--- src/rtl/cla_seq_arbiter.sv ---
// cla_seq_arbiter: shares one external 4-bit carry look-ahead adder between two
// requesters. Each accepted operation is added nibble-serially, LSB nibble first,
// with the carry between nibbles held in a register. Requests are granted
// round-robin. Results leave on a single valid/ready response channel tagged
// with the owning requester.
module cla_seq_arbiter #(
  parameter int DATA_W = 16
) (
  input  logic              i_clk,
  input  logic              i_rst,
  input  logic              i_req0_valid,
  output logic              o_req0_ready,
  input  logic [DATA_W-1:0] i_req0_a,
  input  logic [DATA_W-1:0] i_req0_b,
  input  logic              i_req0_cin,
  input  logic              i_req1_valid,
  output logic              o_req1_ready,
  input  logic [DATA_W-1:0] i_req1_a,
  input  logic [DATA_W-1:0] i_req1_b,
  input  logic              i_req1_cin,
  output logic [3:0]        o_cla_a,
  output logic [3:0]        o_cla_b,
  output logic              o_cla_cin,
  input  logic [3:0]        i_cla_s,
  input  logic              i_cla_c,
  output logic              o_rsp_valid,
  input  logic              i_rsp_ready,
  output logic [DATA_W-1:0] o_rsp_sum,
  output logic              o_rsp_cout,
  output logic              o_rsp_id,
  output logic              o_busy
);

  // Number of nibbles per operand and the width of the nibble index.
  localparam int NIB = DATA_W / 4;
  localparam int IDX_W = (NIB > 1) ? $clog2(NIB) : 1;
  localparam logic [IDX_W-1:0] IDX_LAST = IDX_W'(NIB - 1);
  localparam logic [IDX_W-1:0] IDX_ONE = IDX_W'(1);

  typedef enum logic [1:0] {
    IDLE = 2'd0,
    ADD  = 2'd1,
    RESP = 2'd2
  } state_t;

  state_t            state;
  logic [DATA_W-1:0] a_reg;
  logic [DATA_W-1:0] b_reg;
  logic [DATA_W-1:0] sum_reg;
  logic              carry_reg;
  logic              id_reg;
  logic [IDX_W-1:0]  idx;
  // Id of the requester granted most recently; the other one wins a tie.
  logic              last_grant;

  logic              grant;
  logic              can_accept;
  logic [IDX_W+1:0]  bit_base;

  assign bit_base = {idx, 2'b00};

  // Round-robin grant selection and the combinational request-ready outputs.
  always_comb begin
    grant = 1'b0;
    if (i_req0_valid && i_req1_valid) begin
      grant = ~last_grant;
    end else if (i_req1_valid) begin
      grant = 1'b1;
    end
    can_accept   = (state == IDLE) && !i_rst;
    o_req0_ready = can_accept && i_req0_valid && !grant;
    o_req1_ready = can_accept && i_req1_valid && grant;
  end

  // Shared-adder drive and response outputs, all forced to zero outside their phase.
  always_comb begin
    o_cla_a     = 4'd0;
    o_cla_b     = 4'd0;
    o_cla_cin   = 1'b0;
    o_rsp_valid = 1'b0;
    o_rsp_sum   = '0;
    o_rsp_cout  = 1'b0;
    o_rsp_id    = 1'b0;
    o_busy      = (state != IDLE);
    if (state == ADD) begin
      o_cla_a   = a_reg[bit_base +: 4];
      o_cla_b   = b_reg[bit_base +: 4];
      o_cla_cin = carry_reg;
    end
    if (state == RESP) begin
      o_rsp_valid = 1'b1;
      o_rsp_sum   = sum_reg;
      o_rsp_cout  = carry_reg;
      o_rsp_id    = id_reg;
    end
  end

  // Main FSM: accept a request, walk the nibbles through the adder, then hold the result.
  always_ff @(posedge i_clk) begin
    if (i_rst) begin
      state      <= IDLE;
      a_reg      <= '0;
      b_reg      <= '0;
      sum_reg    <= '0;
      carry_reg  <= 1'b0;
      id_reg     <= 1'b0;
      idx        <= '0;
      last_grant <= 1'b1;
    end else begin
      case (state)
        IDLE: begin
          if (o_req0_ready) begin
            a_reg     <= i_req0_a;
            b_reg     <= i_req0_b;
            carry_reg <= i_req0_cin;
            id_reg    <= 1'b0;
            sum_reg   <= '0;
            idx       <= '0;
            state     <= ADD;
          end else if (o_req1_ready) begin
            a_reg     <= i_req1_a;
            b_reg     <= i_req1_b;
            carry_reg <= i_req1_cin;
            id_reg    <= 1'b1;
            sum_reg   <= '0;
            idx       <= '0;
            state     <= ADD;
          end
        end
        ADD: begin
          sum_reg[bit_base +: 4] <= i_cla_s;
          carry_reg              <= i_cla_c;
          idx                    <= idx + IDX_ONE;
          if (idx == IDX_LAST) begin
            state <= RESP;
          end
        end
        RESP: begin
          if (i_rsp_ready) begin
            last_grant <= id_reg;
            state      <= IDLE;
          end
        end
        default: begin
          state <= IDLE;
        end
      endcase
    end
  end

endmodule

--- config.mk ---
export PLATFORM = sky130hd
export DESIGN_NAME = cla_seq_arbiter
export DESIGN_NICKNAME = d
export VERILOG_FILES = /design/src/rtl/cla_seq_arbiter.sv
export SDC_FILE = /design/constraint.sdc
export NUM_CORES = 1
export LEC_CHECK = 0
export CAP_MARGIN = 20
export CORE_MARGIN = 4
export CORE_UTILIZATION = 39
export CTS_BUF_LIST = sky130_fd_sc_hd__clkbuf_2
export CTS_CLUSTER_DIAMETER = 60
export DETAILED_ROUTE_END_ITERATION = 8
export PLACE_DENSITY = 0.68
export SLEW_MARGIN = 20
export SYNTH_ARGS = -nofsm -noshare
export SYNTH_HDL_FRONTEND = slang
export SYNTH_SLANG_ARGS = --single-unit
--- constraint.sdc ---
create_clock -name i_clk -period 4.6 [get_ports i_clk]
set_input_delay 0.92 -clock i_clk [delete_from_list [all_inputs] [get_ports i_clk]]
set_output_delay 0.92 -clock i_clk [all_outputs]
set_load 0.02 [all_outputs]
==> impl_metrics.py <==
metrics = {
    "run_status": {
        "status": "complete, no violations",
    },
    "cts": {
        "cts-root-buf": "clkbuf_2",
        "numClockSinks": 55,
        "cts_tree": "done",
        "ctsHtreeMaxLevel": 2,
        "clkTransAtPathRegs_ps": 260,
        "clock_path_buffers": 2,
        "postCtsSetupBuffers": 0,
        "insertion_delay_ps": 430,
        "cts_inserted_buffers": 5,
        "cts_hold_buf": 0,
        "cts_resized": 0,
    },
    "detailed_routing": {
        "vias_per_cell": 5.097,
        "wl_per_cell_um": 15.08,
        "vias": 2640,
        "antenna_left": 0,
        "wl_um": 7810,
        "first_pass_iters": 4,
        "drtIter0Drc": 159,
        "drc": 0,
    },
    "floorplan": {
        "start_util": 0.4041,
        "chipWidth_um": 94.92,
        "die_h_um": 94.92,
        "rows": 31,
        "ioPinCount": 107,
        "die-area_um2": 9010,
        "core-area_um2": 7292,
    },
    "yosys": {
        "synth_cells": 326,
        "yosys_warnings": 0,
        "synth_cell_type_count": 35,
        "synth-main-ff-cell": "dfxtp_1",
        "ys_seq_elements": 55,
        "synth_nets": 408,
        "netlist_top_cells_area": "dfxtp_1, a211oi_2, mux4_2",
        "synth_top_area_frac": 0.3737,
        "async_reset_ff_frac": 0,
        "synth_edf_count": 0,
        "synth_area_leader_cell": "dfxtp_1",
        "syn-cell-area_um2": 2947,
        "yosysSeqAreaShare": 0.3737,
        "syn-mean-instance-area_um2": 9.039,
    },
    "layout": {
        "syn2layout_area_growth_pct": 37.32,
        "instances_no_fill": 518,
        "nets": 500,
        "n_antenna_cell": 0,
        "layout_commonest_cell": "clkdlybuf4s50_1",
        "final_cell_mix": "clkdlybuf4s50_1, dfxtp_1, nor2_1",
        "drive_above_1_share": 0.1265,
    },
    "sta": {
        "fin_setup_tns_ps": 0,
        "rsz0062_at_grt": "false",
        "tightest_slew_ps": 787.6,
        "fin_ws_ps": 947.6,
        "finalHoldViolCount": 0,
        "fin_skew_ps": 5.287,
        "finalCritPeriodShare": 0.7940,
        "finalSetupViolCount": 0,
        "maxSlewViolCount": 0,
        "fmax_mhz": 273.8,
        "fin_crit_ps": 3652,
        "slew_headroom": 0.4742,
    },
    "setup_path": {
        "r2r_cells": 6,
        "r2r_slack_ps": 2220,
        "critPathBufInv": 3,
        "crit_family": "buffers and inverters",
        "cpMostUsedCell": "clkdlybuf4s50_1",
        "cp.required_ps": 3680,
        "cp.arrival_ps": 2730,
        "crit_path_start_kind": "primary input",
        "timing.rr.start": "idx[0]",
        "endpoint_kind": "output pin",
        "crit_path_max_fanout": 33,
        "critPathKind": "primary input to output pin",
        "rr_endpoint": "sum_reg[12]",
        "worstPathCellList": "clkdlybuf4s50_1 -> nand2b_1 -> nand3_4 -> clkinv_2 -> clkdlybuf4s50_1",
        "max_stage_delay_ps": 610,
        "cp_slowest_cell": "clkdlybuf4s50_1",
    },
    "global_route": {
        "grt_pass1_vias": 2613,
        "antenna_found_initial": 0,
        "grt_first_pass_wirelength_um": 12790,
        "grt_max_degree": 46,
        "overflow": 0,
        "grt_usage": 0.1778,
    },
    "power_and_ir_drop": {
        "p_per_area_nw_per_um2": 236.9,
        "leakagePower_nw": 1.540,
        "ir_worst_vdd_mv": 0.1160,
    },
    "worst_hold_path": {
        "hold_start": "sum_reg[5]",
        "min_to": "sum_reg[5]",
        "hold_depth": 1,
        "hp-class": "flip-flop to flip-flop",
    },
    "job": {
        "cap_violations": 0,
    },
    "placement": {
        "io_buffers": 106,
        "place_ws_ps": 945.9,
        "placedCellCount": 510,
        "finalWeightedCongestion": 0.7573,
        "hpwl_um": 5588,
    },
}
[how the worst max path moves through the flow]
stage                            start           end  slack [ps]  cells past startpoint
after global routing      i_req0_valid  o_req0_ready         830                      4
after floorplan                  i_rst  o_req0_ready        2010                      5
after CTS                 i_req1_valid  o_req0_ready         930                      5
final                     i_req1_valid  o_req0_ready         950                      5
after global placement    i_req0_valid  o_req0_ready         980                      4
after detailed placement  i_req1_valid  o_req0_ready         950                      5
[worst reg2reg max path: stages, from the launching register on]
cell	delay, ps
dfxtp_1	900
inv_1	230
ha_1	270
nor2_1	110
nand3_1	120
nor3b_1	500
a22o_1	220
[per-stage QoR]
| stage | cell area (µm²) | hold slack, ps | util | power [mW] |
|---|---|---|---|---|
| 2_1_floorplan | 2947 | 434.0 | - | 0.6859 |
| 3_3_place_gp | 4006 | 450.8 | 0.5494 | 0.7827 |
| 3_5_place_dp | 4006 | 453.3 | 0.5494 | 0.7858 |
| 4_1_cts | 4046 | 505.6 | 0.5549 | 0.9699 |
| 5_1_grt | 4046 | 514.8 | 0.5549 | 1.010 |
| 6_report | 4046 | 508.4 | 0.5549 | 0.9587 |
[where the power goes]
| group | internal [mW] | switching, mW |
|---|---|---|
| clock network | 0.0338 | 0.149 |
| logic | 0.129 | 0.118 |
| registers | 0.508 | 0.0218 |
| total | 0.671 | 0.288 |
[layer usage]
layer,part of all wire,vias to the layer above,GRT usage
li1,-,1329,-
met5,0,-,0
met3,0.048,6,0.02709
met1,0.48,1237,0.2373
met4,0.0073,0,0.03606
met2,0.47,68,0.3048
[kinds of logic after synthesis]
logic type      count (synthesis)  share of synthesized area
buf+inv                        31                    0.06029
compound gates                 91                     0.2594
mux                             8                    0.06115
flops                          55                     0.3737
fa+ha+maj                       6                    0.02548
simple gates                  135                     0.2200
[cells in the mapped netlist, drive strengths merged, types with 2 or more instances]
| cell | instances |
|---|---|
| and2 | 27 |
| nand2b | 2 |
| nor2b | 5 |
| o21ai | 2 |
| nor3 | 6 |
| inv | 4 |
| a22o | 16 |
| nand3 | 4 |
| a21boi | 2 |
| ha | 6 |
| a21oi | 34 |
| and3 | 3 |
| buf | 16 |
| nor2 | 48 |
| nand2 | 37 |
| clkbuf | 10 |
| a211oi | 32 |
| mux4 | 8 |
| dfxtp | 55 |
[final cells by class]
type	instances	area [µm²]
clock inverters	3	15.01
clock buffers	5	25.02
flip-flops and latches	55	1101
fillers	693	3246
repair buffers	111	1094
well taps	99	123.9
multi-input cells	240	1668
inverters	5	20.02
No activity file was read; power rests on OpenSTA's default activity.
==> patch 1: new RTL, config.mk and constraints unchanged <==
The 3 states of `state_t` get a one-hot encoding in 3 bits.
--- a/src/rtl/cla_seq_arbiter.sv
+++ b/src/rtl/cla_seq_arbiter.sv
@@ -37,10 +37,10 @@
   localparam logic [IDX_W-1:0] IDX_LAST = IDX_W'(NIB - 1);
   localparam logic [IDX_W-1:0] IDX_ONE = IDX_W'(1);
 
-  typedef enum logic [1:0] {
-    IDLE = 2'd0,
-    ADD  = 2'd1,
-    RESP = 2'd2
+  typedef enum logic [2:0] {
+    IDLE = 3'b001,
+    ADD  = 3'b010,
+    RESP = 3'b100
   } state_t;
 
   state_t            state;
Function: same outputs for any inputs over 10 cycles, from zero or initial values and one cycle with i_rst high; not proved beyond that.
==> patch 1 against the unedited design <==
Area after synthesis fell by 4.8%. Cell count shrank 7.1%. Power down 4.1%. Wire length decreased by 2.9%. Final area fell by 2.6%. Sequential share of layout area up 1.2 points. Maximum frequency is 1.4% higher. Sequential power rose by 0.9%. Sequential cell count increased by 1. Die area shrank 4.4%. Setup slack better by 0.050 ns. Utilization increased by 1.6 points. Largest power group unchanged.
==> patch 1: results (changes against the unedited design) <==
power_and_ir_drop:
  p_leak_uw: 0.00140  # was 0.00154 µW
  power_switching_uw: 257  # was 288 µW
  ir_drop_mv: 0.0916  # was 0.116 mV
clocking:
  hold_buffers: 0  # unchanged
  cts_resized: 0  # unchanged
  htree_num_levels: 2  # unchanged
  cts-buffers-inserted: 5  # unchanged
  insertion_delay_ns: 0.44
  clockBufferDepth: 2  # unchanged
  root_buffer: "clkbuf_2"  # unchanged
  cts_setup_buffers: 0  # unchanged
detailed_routing:
  drt-initial-drc-count: 137  # was 159
  wl_per_cell_um: 15.8  # was 15.1 µm
  vias: 2532  # was 2640
setup_path:
  reg2reg_from: "idx[0]"  # unchanged
  critical-path-max-stage-delay_ns: 0.93  # was 0.61 ns
  ff2ff_setup_slack_ns: 2.10  # was 2.22 ns
  arrival_ns: 2.68  # was 2.73 ns
  r2r_cells: 5  # was 6
  rr_endpoint: "sum_reg[10]"  # was sum_reg[12]
  path_max_fanout: 15  # was 33
  critPathSlowestCell: "dfxtp_1"  # was clkdlybuf4s50_1
logic_synthesis:
  ys_types: 39  # was 35
  ys_async_sr_fraction_pct: 0  # unchanged
  ys_seq_area_share_pct: 40.0  # was 37.4%
  synth_top_area_share_pct: 40.0  # was 37.4%
  synthFlopType: "dfxtp_1"  # unchanged
  synth_common_cells: "dfxtp_1, nor2_1, o22ai_1, and2_1, a211oi_1"  # was dfxtp_1, nor2_1, nand2_1, a21oi_1, a211oi_2
  syn_nets: 373  # was 408
  yosys-top-cells-area: "dfxtp_1, o22ai_1, mux4_2"  # was dfxtp_1, a211oi_2, mux4_2
placement:
  place_congestion: 0.781  # was 0.757
  dp_slack_ns: 1.13  # was 0.946 ns
  place_hpwl_um: 5640  # was 5590 µm
  io_buffers: 106  # unchanged
  dpl_cell_area_um2: 3900  # was 4010 µm²
worst_hold_path:
  min_to: "id_reg"  # was sum_reg[5]
  hp-start: "id_reg"  # was sum_reg[5]
  whs_path_depth: 2  # was 1
  hold_class: "reg -> reg"  # unchanged
grt:
  grt_usage_pct: 17.5  # was 17.8%
  grt_max_degree: 44  # was 46
  antenna_found_initial: 0  # unchanged
  grt_pass1_vias: 2507  # was 2613
  grt_first_pass_wirelength_um: 12200  # was 12800 µm
layout:
  drive_gt1_share_pct: 10.9  # was 12.6%
  n_antenna_cell: 0  # unchanged
  fin_nets: 466  # was 500
sta:
  finalCriticalPeriod_ns: 3.60  # was 3.65 ns
  slew_headroom_pct: 43.8  # was 47.4%
  skew_ns: 0.0157  # was 0.00529 ns
run_status:
  status: "finished, final reports clean"  # unchanged
[patch 1: changes by cell type in the layout (fill, tap and decap cells not counted), sizes merged, moves of 3 or more]
cell	change
nor2	-11
o22ai	+33
a21oi	-28
nor4b	+3
nand2	-29
nor2b	-5
[patch 1: cell families (layout without fill, tap and decap cells)]
kind of cell               Yosys count  in the layout  share of synthesized area (%)
and+or+nand+nor                     96             96                           19.8
AOI/OAI and AO/OA                   94             94                           25.8
DFF                                 56             56                           40.0
buffers and inverters               31            125                           5.27
muxes                                8              8                           6.43
adders and majority gates            6              6                           2.68
[patch 1: power groups by stage]
| stage | clock network [µW] | logic, µW | registers [µW] |
|---|---|---|---|
| final | 183 | 202 | 534 |
| after global routing | 212 | 220 | 538 |
| after CTS | 190 | 203 | 534 |
| after detailed placement | 0 | 202 | 544 |
| after global placement | 0 | 201 | 542 |
| after floorplan | 0 | 118 | 535 |
[patch 1: worst max path at each step]
stage / from / endpoint / cells after the start
2_1_floorplan: i_rst / o_req0_ready / 3
3_3_place_gp: i_req1_valid / o_req0_ready / 6
3_5_place_dp: i_req1_valid / o_req0_ready / 6
4_1_cts: idx[0] / o_cla_a[3] / 3
5_1_grt: idx[0] / o_cla_b[1] / 3
6_report: idx[0] / o_cla_a[3] / 3
[patch 1: layout make-up]
type                    instances  area [µm²]
clock inverters                 3        13.8
multi-input cells             204        1540
repair buffers                112        1100
clock buffers                   5        25.0
fillers                       655        2970
flip-flops and latches         56        1120
well taps                      96         120
inverters                       5        18.8
[patch 1: per-stage QoR]
stage / hold slack (ns) / util (%) / cells
4_1_cts: 0.502 / 57.1 / 481
3_3_place_gp: 0.451 / 56.5 / 473
3_5_place_dp: 0.455 / 56.5 / 473
6_report: 0.500 / 57.1 / 481
5_1_grt: 0.527 / 57.1 / 481
2_1_floorplan: 0.434 / - / 291
[patch 1: layer usage]
layer	GRT usage, %	vias to the layer above	routed length (µm)	part of all wire [%]
met5	0	-	0	0
met4	4.03	0	80	1.1
met3	4.87	10	534	7.0
met2	27.9	78	3500	46
met1	23.6	1176	3470	46
li1	-	1268	-	-
[patch 1: critical path, delay by kind of cell (launching register included)]
kind | cells | cell delay [ns]
DFF | 1 | 0.93
buffers and inverters | 1 | 0.55
and+or+nand+nor | 1 | 0.17
muxes | 1 | 0.59
==> patch 2: new RTL, same flow settings <==
Without the edit above. Set the parameter `DATA_W` to 32 (it was 16).
--- a/src/rtl/cla_seq_arbiter.sv
+++ b/src/rtl/cla_seq_arbiter.sv
@@ -4,7 +4,7 @@
 // round-robin. Results leave on a single valid/ready response channel tagged
 // with the owning requester.
 module cla_seq_arbiter #(
-  parameter int DATA_W = 16
+  parameter int DATA_W = 32
 ) (
   input  logic              i_clk,
   input  logic              i_rst,
Interface: changed (5 resized); port bits go from 107 to 187. No check against the original RTL was run, so the function may have changed too.
==> patch 2 against the unedited design <==
Final area up 92%. Synthesized cell count rose by 87%. Sequential cell count is 49 higher. Maximum frequency decreased by 8.3%. Wire length up 110%. Power rose by 100%. Setup slack lost 0.33 ns. Area after synthesis rose by 96%. Non-clock buffer count up 86.
==> patch 2: results (changes against the unedited design) <==
placement:
  io_buffers: 186  # was 106
  place_congestion: 0.837  # was 0.757
  place_hpwl_um: 12700  # was 5590 µm
  dp_slack_ns: 1.31  # was 0.946 ns
grt:
  grt_usage_pct: 19.5  # was 17.8%
  grt_pass1_vias: 5142  # was 2613
  grt_max_degree: 65  # was 46
  gr-usage-met3_pct: 4.05  # was 2.71%
  met1_usage_pct: 25.0  # was 23.7%
  grt_use_met2_pct: 33.4  # was 30.5%
  antenna_found_initial: 1  # was 0
detailed_routing:
  detail_route.vias_per_cell: 5.37  # was 5.10
  wl_met1_um: 7230  # was 3740 µm
  drt-initial-drc-count: 258  # was 159
  dr_wl_met2_um: 8170  # was 3640 µm
  wl_per_cell_um: 17.5  # was 15.1 µm
setup_path:
  path_max_fanout: 11  # was 33
  critPathLaunch: "state[0]"  # was i_req1_valid
  reg2reg_from: "idx[1]"  # was idx[0]
  ff2ff_setup_slack_ns: 1.63  # was 2.22 ns
  path_delay_family: "simple AND/OR/NAND/NOR gates"  # was buffers and inverters
  rr_endpoint: "sum_reg[16]"  # was sum_reg[12]
  r2r_cells: 8  # was 6
  critPathCapture: "o_cla_a[2]"  # was o_req0_ready
  arrival_ns: 3.06  # was 2.73 ns
layout:
  seq_share_pct: 26.8  # was 27.2%
  n_fill_cell: 1344  # was 693
  n_antenna_cell: 1  # was 0
  n_all_inverters: 11  # was 5
  multi_input_area_share_pct: 42.6  # was 41.2%
  final-nonclk-buf-share_pct: 25.4  # was 27.0%
  signal_buffers: 197  # was 111
  drive_gt1_share_pct: 21.6  # was 12.6%
  clkCellAreaFrac_pct: 1.69  # was 0.989%
logic_synthesis:
  ys_types: 49  # was 35
  syn_nets: 756  # was 408
  ys_seq_area_share_pct: 36.0  # was 37.4%
power_and_ir_drop:
  powerClk_uw: 458  # was 182 µW
  ir_drop_mv: 0.117  # was 0.116 mV
  power_switching_uw: 656  # was 288 µW
clocking:
  numClockSinks: 104  # was 55
  cts-buffers-inserted: 9  # was 5
  insertion_delay_ns: 0.62  # was 0.43 ns
  htree_num_levels: 3  # was 2
sta:
  worst_slew_pin_slew_ns: 0.988  # was 0.788 ns
  fin_ws_ns: 0.618  # was 0.948 ns
worst_hold_path:
  whs_path_depth: 2  # was 1
  hp-start: "sum_reg[3]"  # was sum_reg[5]
run_status:
  status: "finished, final reports clean"  # unchanged
[patch 2: cell types whose count changed in the layout (fill, tap and decap cells not counted), sizes merged, moves of 6 or more]
cell | unedited run | this run
a22o | 16 | 24
mux4 | 8 | 16
dfxtp | 55 | 104
buf | 6 | 12
clkdlybuf4s50 | 105 | 185
inv | 4 | 12
nand2 | 37 | 84
a211oi | 32 | 65
nand3 | 4 | 16
a21oi | 34 | 75
nor2 | 48 | 74
and2 | 27 | 35
[patch 2: cell families after synthesis]
logic type	count (synthesis)	share of synthesized area [%]
AO/OA/AOI/OAI	184	29.7
adder cells (fa/ha/maj)	7	1.52
buffers and inverters	60	6.90
flip-flops	104	36.0
multiplexers	16	6.23
AND/OR/NAND/NOR	238	19.7
[patch 2: per-stage QoR]
step	cell area, µm²	hold slack, ns	cells	power (µW)
after floorplan	5780	0.424	609	1330
after global placement	7610	0.448	940	1510
after detailed placement	7640	0.454	941	1520
after CTS	7770	0.489	957	1970
after global routing	7770	0.510	958	2050
final	7770	0.492	958	1960
